$ cat src/rtl/capture_pkg.sv
// capture_pkg
//   Shared definitions for the lidar capture sequencer: the sequencer state
//   type (its 3-bit encoding is also what the status register reports) and
//   the default widths of the pulse count and the watchdog limit.
package capture_pkg;

    localparam int unsigned CNT_W_DEF = 16;
    localparam int unsigned TMO_W_DEF = 32;

    typedef enum logic [2:0] {
        ST_IDLE    = 3'd0,
        ST_ARM     = 3'd1,
        ST_CAPTURE = 3'd2,
        ST_DRAIN   = 3'd3,
        ST_DONE    = 3'd4,
        ST_TMO     = 3'd5
    } cap_state_t;

endpackage

$ cat src/rtl/capture_watchdog.sv
// capture_watchdog
//   Saturating stall counter with a loadable limit.
//   Ports:
//     clk, rst    clock, asynchronous active-high reset
//     i_load      latch i_limit (accepted run start)
//     i_limit     cycle limit; 0 disables expiry
//     i_clear     zero the counter (has priority over i_enable)
//     i_enable    count one cycle, saturating at all-ones
//     o_expired   limit nonzero and counter has reached it
module capture_watchdog
    import capture_pkg::*;
#(
    parameter int unsigned TMO_W = TMO_W_DEF
) (
    input  logic             clk,
    input  logic             rst,
    input  logic             i_load,
    input  logic [TMO_W-1:0] i_limit,
    input  logic             i_clear,
    input  logic             i_enable,
    output logic             o_expired
);

    logic [TMO_W-1:0] r_limit;
    logic [TMO_W-1:0] r_count;

    always_ff @(posedge clk or posedge rst) begin
        if (rst) begin
            r_limit <= '0;
            r_count <= '0;
        end else begin
            if (i_load) begin
                r_limit <= i_limit;
            end
            if (i_clear) begin
                r_count <= '0;
            end else if (i_enable && (r_count != '1)) begin
                r_count <= r_count + 1'b1;
            end
        end
    end

    assign o_expired = (r_limit != '0) && (r_count >= r_limit);

endmodule

$ cat src/rtl/capture_sequencer.sv
// capture_sequencer
//   Runs one accumulation run of the lidar capture path: arms on start, waits
//   for a quiet data-valid, enables the pulse counter until the target shot
//   count is reached, drains for DRAIN_CYCLES, then reports done (or timeout
//   if the pulse count stalls for the watchdog limit).
//   Ports:
//     clk, rst           clock, asynchronous active-high reset
//     start_i, abort_i   single-cycle run request / abort request
//     target_pulses_i    shots per run, latched on accepted start
//     timeout_cycles_i   stall limit, latched on accepted start (0 = off)
//     data_valid_i       per-shot data valid from the segment datapath
//     pulse_counts_i     count returned by the pulse counter
//     capture_en_o       enable to pulse counter / accumulator
//     busy_o             high whenever not IDLE
//     done_o, timeout_o  one-cycle completion / watchdog pulses
//     result_counts_o    pulse count captured at run end
//     state_o            current state encoding
module capture_sequencer
    import capture_pkg::*;
#(
    parameter int unsigned CNT_W        = CNT_W_DEF,
    parameter int unsigned TMO_W        = TMO_W_DEF,
    parameter int unsigned DRAIN_CYCLES = 8
) (
    input  logic             clk,
    input  logic             rst,
    input  logic             start_i,
    input  logic             abort_i,
    input  logic [CNT_W-1:0] target_pulses_i,
    input  logic [TMO_W-1:0] timeout_cycles_i,
    input  logic             data_valid_i,
    input  logic [CNT_W-1:0] pulse_counts_i,
    output logic             capture_en_o,
    output logic             busy_o,
    output logic             done_o,
    output logic             timeout_o,
    output logic [CNT_W-1:0] result_counts_o,
    output logic [2:0]       state_o
);

    localparam int unsigned      DRN_W    = (DRAIN_CYCLES > 1) ? $clog2(DRAIN_CYCLES) : 1;
    localparam logic [DRN_W-1:0] DRN_LAST = DRN_W'(DRAIN_CYCLES - 1);

    cap_state_t       r_state;
    cap_state_t       w_next;
    logic             w_accept;
    logic [CNT_W-1:0] r_target;
    logic [CNT_W-1:0] r_prev_counts;
    logic [CNT_W-1:0] r_result;
    logic [DRN_W-1:0] r_drain_cnt;
    logic             r_cap_en;
    logic             r_busy;
    logic             r_done;
    logic             r_tmo;
    logic             w_wd_active;
    logic             w_wd_clear;
    logic             w_expired;
    logic             w_target_hit;

    // Watchdog only runs while waiting for shots; any count movement restarts it.
    assign w_wd_active  = (r_state == ST_ARM) || (r_state == ST_CAPTURE);
    assign w_wd_clear   = !w_wd_active || (pulse_counts_i != r_prev_counts);
    assign w_target_hit = (pulse_counts_i >= r_target);

    capture_watchdog #(
        .TMO_W (TMO_W)
    ) u_watchdog (
        .clk       (clk),
        .rst       (rst),
        .i_load    (w_accept),
        .i_limit   (timeout_cycles_i),
        .i_clear   (w_wd_clear),
        .i_enable  (w_wd_active),
        .o_expired (w_expired)
    );

    always_comb begin
        w_next   = r_state;
        w_accept = 1'b0;
        case (r_state)
            ST_IDLE: begin
                if (start_i) begin
                    w_accept = 1'b1;
                    w_next   = (target_pulses_i == '0) ? ST_DONE : ST_ARM;
                end
            end
            ST_ARM: begin
                if (abort_i)           w_next = ST_IDLE;
                else if (!data_valid_i) w_next = ST_CAPTURE;
                else if (w_expired)    w_next = ST_TMO;
            end
            ST_CAPTURE: begin
                if (abort_i)           w_next = ST_IDLE;
                else if (w_target_hit) w_next = ST_DRAIN;
                else if (w_expired)    w_next = ST_TMO;
            end
            ST_DRAIN: begin
                if (abort_i)                      w_next = ST_IDLE;
                else if (r_drain_cnt == DRN_LAST) w_next = ST_DONE;
            end
            ST_DONE, ST_TMO: w_next = ST_IDLE;
            default:         w_next = ST_IDLE;
        endcase
    end

    always_ff @(posedge clk or posedge rst) begin
        if (rst) begin
            r_state       <= ST_IDLE;
            r_target      <= '0;
            r_prev_counts <= '0;
            r_result      <= '0;
            r_drain_cnt   <= '0;
            r_cap_en      <= 1'b0;
            r_busy        <= 1'b0;
            r_done        <= 1'b0;
            r_tmo         <= 1'b0;
        end else begin
            r_state       <= w_next;
            r_prev_counts <= pulse_counts_i;
            if (w_accept) begin
                r_target <= target_pulses_i;
            end
            if (r_state == ST_DRAIN) begin
                r_drain_cnt <= r_drain_cnt + 1'b1;
            end else begin
                r_drain_cnt <= '0;
            end
            // Counter clears once enable drops, so sample it during DONE/TMO.
            if (((r_state == ST_DONE) || (r_state == ST_TMO)) && !abort_i) begin
                r_result <= pulse_counts_i;
            end
            // Flags are decoded from the next state so they line up with r_state.
            r_cap_en <= (w_next == ST_CAPTURE) || (w_next == ST_DRAIN);
            r_busy   <= (w_next != ST_IDLE);
            r_done   <= (w_next == ST_DONE);
            r_tmo    <= (w_next == ST_TMO);
        end
    end

    assign capture_en_o    = r_cap_en;
    assign busy_o          = r_busy;
    assign done_o          = r_done;
    assign timeout_o       = r_tmo;
    assign result_counts_o = r_result;
    assign state_o         = r_state;

endmodule
$ cat config.mk
export PLATFORM = sky130hd
export DESIGN_NAME = capture_sequencer
export DESIGN_NICKNAME = d
export VERILOG_FILES = /design/src/rtl/capture_pkg.sv /design/src/rtl/capture_watchdog.sv /design/src/rtl/capture_sequencer.sv
export SDC_FILE = /design/constraint.sdc
export NUM_CORES = 1
export LEC_CHECK = 0
export CORE_ASPECT_RATIO = 0.9
export CORE_MARGIN = 8
export CORE_UTILIZATION = 30
export CTS_CLUSTER_SIZE = 25
export DETAILED_ROUTE_END_ITERATION = 10
export PLACE_DENSITY = 0.57
export SLEW_MARGIN = 20
export SYNTH_ARGS = -nofsm -noshare
export SYNTH_HDL_FRONTEND = slang
export SYNTH_SLANG_ARGS = --single-unit
$ cat constraint.sdc
create_clock -name clk -period 3.9 [get_ports clk]
set_input_delay 0.39 -clock clk [delete_from_list [all_inputs] [get_ports clk]]
set_output_delay 0.39 -clock clk [all_outputs]
set_load 0.02 [all_outputs]
==> metrics.csv, run 1 <==
metric;value;unit
status;completed;
clkSlewWorstSetupHoldPaths;60;ps
ctsResizeCount;0;
core;20600;µm²
fin_crit_sh;0.674;
cts_num_sinks;122;
postCtsSetupBuffers;0;
cp.required;4190;ps
ys.flop_type;dfrtp_1;
setup-tns-final;0;ps
synth_edf_count;0;
gr-max-usage-layer;met1;
grt_util_all_layers;0.120;
rows;50;
antenna_found_initial;0;
syn_inst;631;
synth-async-reset-ratio;1.00;
clock_latency;410;ps
final_layout_size_suffix_gt1_frac;0.0942;
drt.antenna.violating_nets;0;
drt_first_pass_iters;4;
powerDensity;543;nW/µm²
grt_pass1_vias;4625;
dieWidth;169;µm
cp-start-kind;register;
synth_seq_cells;122;
post-place-ws;1190;ps
use_met2;0.162;
cts-root-buf;clkbuf_16;
postCtsHoldBufs;0;
crit_fanout;4;
synth_warnings;0;
hpwl;11.1;mm
vias_per_cell;4.70;
synth_area;6280;µm²
grt_util_met3;0.0306;
max_freq;380;MHz
drt-total-wl;14.9;mm
start_util;0.304;
die_height;153;µm
finalSetupViolCount;0;
synth_seq_area_share;0.486;
tightest_slew;713;ps
peakVddDrop;282;µV
cts_max_level;4;
critPathArrivalTime;2920;ps
routedWlPerCell;14.8;µm
max-clock-path-buffers;2;
grt_first_pass_wirelength;24.8;mm
cp-end-kind;register;
dieArea;25800;µm²
area_growth;29.1;%
numCtsBuffers;17;
post-route-util;0.393;
diodes;0;
setup_ws;1270;ps
synth_fp_nets;751;
port_buffers;91;
nets;850;
leakagePower;3.56;nW
crit_type;reg2reg;
slew_viol_final;0;
hold_violations;0;
max-slew-margin-rel;0.520;
vias;4710;
hp-class;in2async;
min_period;2630;ps
rsz0062_at_grt;false;
final_common_cell;dfrtp_1;
grt_max_degree;64;
first_iter_violations;276;
syn_avg_cell_area;9.95;µm²
cts_tree;done;
grt_overflow;0;
drc;0;
use_met1;0.180;
maxCapViolations;0;
mostFrequentLayoutCells;dfrtp_1 (122), clkdlybuf4s50_1 (91), nand2_1 (78);
ys_types;49;
finClkSkew;12.8;ps
dp_cells;971;
layoutNonFillerInstCount;1003;
boundaryPins;92;
gp_congestion;0.755;
final timing paths:
| path | startpoint | slack, ps | endpoint | cells past startpoint |
|---|---|---|---|---|
| setup / recovery | u_watchdog.r_count[0] | 1270 | state_o[2] | 9 |
| hold reg to reg | r_drain_cnt[0] | 440 | r_drain_cnt[0] | 1 |
| hold / removal | rst | 400 | result_counts_o[1] | 2 |
| max in group asynchronous | rst | 2760 | u_watchdog.r_limit[5] | 3 |
| setup reg to reg | u_watchdog.r_count[0] | 1270 | state_o[2] | 9 |
| min in group clk | r_drain_cnt[0] | 440 | r_drain_cnt[0] | 1 |
Yosys cell counts, types with 2 or more instances:
cell       number  area (µm²)
o211ai_1        3        22.5
nor3_1         12        60.1
and4_4          2        22.5
mux2_2         18         203
and2_1          2        12.5
nand4b_1        2        17.5
o21ai_0        59         295
ha_1           51         638
nand3b_1        2        15.0
a221oi_1        4        35.0
clkbuf_1       12        45.0
nor4b_1         2        17.5
nand4_1        18         113
mux2i_1         2        20.0
or3_1           4        25.0
buf_1           4        15.0
nand2b_1        5        31.3
nand2_1        78         293
a211oi_1        4        30.0
or2_2           2        12.5
xnor2_1        15         131
xor2_1         25         219
a21o_1          3        22.5
and4_1          4        35.0
and3_1          3        18.8
nor4_1         18         113
nor2_1         43         161
nand3_1        16        80.1
a2111oi_0       2        17.5
inv_1          57         214
a21oi_1        19        95.1
o21a_1          2        15.0
dfrtp_1       122        3050
per-layer routing:
| metal | wire length [µm] | up-vias |
|---|---|---|
| met5 | 0 | - |
| met4 | 177 | 0 |
| met3 | 657 | 14 |
| met2 | 5980 | 92 |
| met1 | 8080 | 2208 |
| li1 | - | 2396 |
stage by stage:
stage	power, W	instance area (µm²)	hold WS [ps]
after floorplan	0.00246	6280	414
after global placement	0.00284	7510	432
after detailed placement	0.00286	7510	430
after CTS	0.00447	8110	425
after global routing	0.00472	8110	453
final	0.00440	8110	397
power by group:
group          total (W)  leakage, nW  internal [W]  switching [W]
clock            0.00158        0.286       0.00102       0.000567
sequential       0.00170         1.58       0.00155       0.000150
combinational    0.00112         1.70      0.000474       0.000650
registers in the layout, indices dropped and copies added (netlist names):
register,count
r_target,16
timeout_o,1
result_counts_o,16
u_watchdog.r_limit,32
busy_o,1
capture_en_o,1
state_o,3
done_o,1
r_drain_cnt,3
r_prev_counts,16
u_watchdog.r_count,32
worst max-delay path, cell delays in order, from the launching register on:
cell	delay, ps
dfrtp_1	380
inv_1	80
ha_1	280
nand2b_1	130
a2111oi_0	460
o21a_1	190
o211ai_1	190
a21oi_1	350
nor3_1	130
or2_2	300
cell families (layout without fill, tap and decap cells):
logic type      count (synthesis)  count (layout)  synth area share
fa+ha+maj                      51              51             0.102
compound gates                100             100            0.0902
flops                         122             122             0.486
xor+xnor                       41              41            0.0584
mux                            20              20            0.0355
simple gates                  222             222             0.182
buf+inv                        75             187            0.0462
layout make-up:
type | instances | area [µm²]
timing repair buffer | 98 | 976
multi-input combinational | 434 | 2940
inverter | 57 | 216
clock inverter | 12 | 146
fill | 2081 | 12500
sequential | 122 | 3050
tap | 260 | 325
clock buffer | 20 | 447
No activity file was read; power rests on OpenSTA's default activity.
==> run 2: changes to the inputs <==
Settings changed: PLACE_DENSITY 0.57 to 0.55.
Clock period 3.9 ns to 2.55 ns, I/O delays scaled along.
==> run 2 against run 1 <==
Effect of this change: core utilization increased by 0.81 points; wire length increased by 2.3%; fmax increased by 11%.
==> metrics.csv, run 2 (synthesized netlist as in run 1, its figures left out) <==
metric;value;unit;change
postCtsHoldBufs;0;;unchanged
slowest_stage;dfrtp_1;;was a2111oi_0
vias_per_cell;4.65;;was 4.70
dieWidth;169;µm;unchanged
final_layout_size_suffix_gt1_frac;0.117;;was 0.0942
critPathArrivalTime;2660;ps;was 2920 ps
grt_overflow;0;;unchanged
dieArea;25800;µm²;unchanged
tightest_slew;539;ps;was 713 ps
grt_pass1_vias;5015;;was 4625
postCtsSetupBuffers;0;;unchanged
port_buffers;91;;unchanged
area_growth;31.7;%;was 29.1%
intPower;0.00469;W;was 0.00304 W
powerDensity;828;nW/µm²;was 543 nW/µm²
max_freq;422;MHz;was 380 MHz
vias;4737;;was 4710
clock_latency;420;ps;was 410 ps
cts_tree;done;;unchanged
rsz0062_at_grt;false;;unchanged
grt_util_all_layers;0.126;;was 0.120
hp-class;in2async;;unchanged
comb_power_share;0.259;;was 0.255
die_height;153;µm;unchanged
hold_violations;0;;unchanged
drc;0;;unchanged
peakVddDrop;378;µV;was 282 µV
cp-end-kind;register;;unchanged
numCtsBuffers;17;;unchanged
crit_path_max_incr_delay;380;ps;was 460 ps
crit_type;reg2reg;;unchanged
grt_first_pass_wirelength;26.1;mm;was 24.8 mm
cts_max_level;4;;unchanged
max-slew-margin-rel;0.640;;was 0.520
min_period;2370;ps;was 2630 ps
final_common_cell;dfrtp_1;;unchanged
max-clock-path-buffers;2;;unchanged
largest_registers;u_watchdog.r_count (32), u_watchdog.r_limit (32);;unchanged
pwr-share-seq;0.378;;was 0.385
crit_chain;inv_1, ha_1, nand2b_1, a2111oi_2, o21a_1, o211ai_1, a21oi_2, nor3_1, or2_2;;was inv_1, ha_1, nand2b_1, a2111oi_0, o21a_1, o211ai_1, a21oi_1, nor3_1, or2_2
maxCapViolations;0;;unchanged
cts-root-buf;clkbuf_16;;unchanged
finalSetupViolCount;0;;unchanged
hpwl;11.6;mm;was 11.1 mm
diodes;0;;unchanged
boundaryPins;92;;unchanged
cp-start-kind;register;;unchanged
dpl_cell_area;7650;µm²;was 7510 µm²
finalPower;0.00685;W;was 0.00440 W
drt.antenna.violating_nets;0;;unchanged
grt_max_degree;64;;unchanged
routedWlPerCell;15.0;µm;was 14.8 µm
antenna_found_initial;0;;unchanged
leakagePower;3.64;nW;was 3.56 nW
status;completed;;unchanged
setup_ws;182;ps;was 1270 ps
rows;50;;unchanged
post-place-ws;-12.4;ps;was 1190 ps
slew_viol_final;0;;unchanged
cp.required;2840;ps;was 4190 ps
finClkSkew;8.96;ps;was 12.8 ps
swShare;0.315;;was 0.310
gp_congestion;0.787;;was 0.755
crit_fanout;4;;unchanged
start_util;0.304;;unchanged
drt-total-wl;15.2;mm;was 14.9 mm
critPathBufInv;1;;unchanged
clkSlewWorstSetupHoldPaths;60;ps;about the same
drt_first_pass_iters;5;;was 4
mostFrequentLayoutCells;dfrtp_1 (122), clkdlybuf4s50_1 (91), nand2_1 (78);;unchanged
core;20600;µm²;unchanged
finalInstanceArea;8270;µm²;was 8110 µm²
first_iter_violations;316;;was 276
nets;865;;was 850
fin_crit_sh;0.929;;was 0.674
switching_power;0.00215;W;was 0.00137 W
post-route-util;0.401;;was 0.393
clkPwrFrac;0.363;;was 0.359
cts_num_sinks;122;;unchanged
cp_top_family;compound AO/OA/AOI/OAI gates;;unchanged
run 2: cell count changes in the layout (fill, tap and decap cells not counted), sizes merged:
cell	previous run	this run
clkbuf	20	18
buf	7	22
clkinvlp	3	6
clkinv	5	4
run 2: routing by layer:
layer  GRT usage  share of wire  up-vias
met1       0.183           0.54     2219
met5           0              0        -
met4      0.0319         0.0087        0
met2       0.177           0.40       88
met3      0.0404          0.044       10
li1            -              -     2420
run 2: cell type report:
| class | instances | area [µm²] |
|---|---|---|
| Fill cell | 2050 | 12400 |
| Sequential cell | 122 | 3050 |
| Multi-Input combinational cell | 434 | 2950 |
| Timing Repair Buffer | 113 | 1110 |
| Clock buffer | 18 | 439 |
| Tap cell | 260 | 325 |
| Inverter | 57 | 218 |
| Clock inverter | 14 | 171 |
run 2: repair_timing:
| item | 4_1_cts | 5_1_grt |
|---|---|---|
| pin swaps | 0 | 1 |
| gates resized for setup | 1 | 2 |
| endpoints found under the hold margin | 0 | 0 |
| setup endpoints to repair | 1 | 3 |
run 2: final timing paths:
check	slack, ps	cells after the start	from	to
max	180	9	u_watchdog.r_count[0]	state_o[2]
max reg2reg	180	9	u_watchdog.r_count[0]	state_o[2]
min in group clk	380	1	pulse_counts_i[1]	r_prev_counts[1]
min reg2reg	450	1	r_drain_cnt[0]	r_drain_cnt[0]
min	240	2	rst	done_o
max in group asynchronous	1710	3	rst	u_watchdog.r_limit[5]
run 2: power by group through the flow:
stage,registers [W],logic (W),clock network (W)
final,0.00259,0.00177,0.00249
after global routing,0.00265,0.00208,0.00264
after CTS,0.00259,0.00180,0.00255
after detailed placement,0.00262,0.00179,0
after global placement,0.00262,0.00176,0
after floorplan,0.00259,0.00118,0
run 2: stage by stage:
step           TNS [ps]  instances  hold WS [ps]
2_1_floorplan         0        631           286
3_3_place_gp          0        986           433
3_5_place_dp      -12.4        986           435
4_1_cts               0       1018           251
5_1_grt               0       1018           273
6_report              0       1018           243
run 2: worst reg2reg max path, stage by stage (launching register included):
cell	delay, ps
dfrtp_1	380
inv_1	80
ha_1	280
nand2b_1	150
a2111oi_2	350
o21a_1	170
o211ai_1	180
a21oi_2	270
nor3_1	90
or2_2	290
==> run 3: changes to the inputs <==
Settings changed: CTS_CLUSTER_DIAMETER set to 150.
==> results of run 3 <==
Final layout, timing and power as in run 2 (identical DEF).
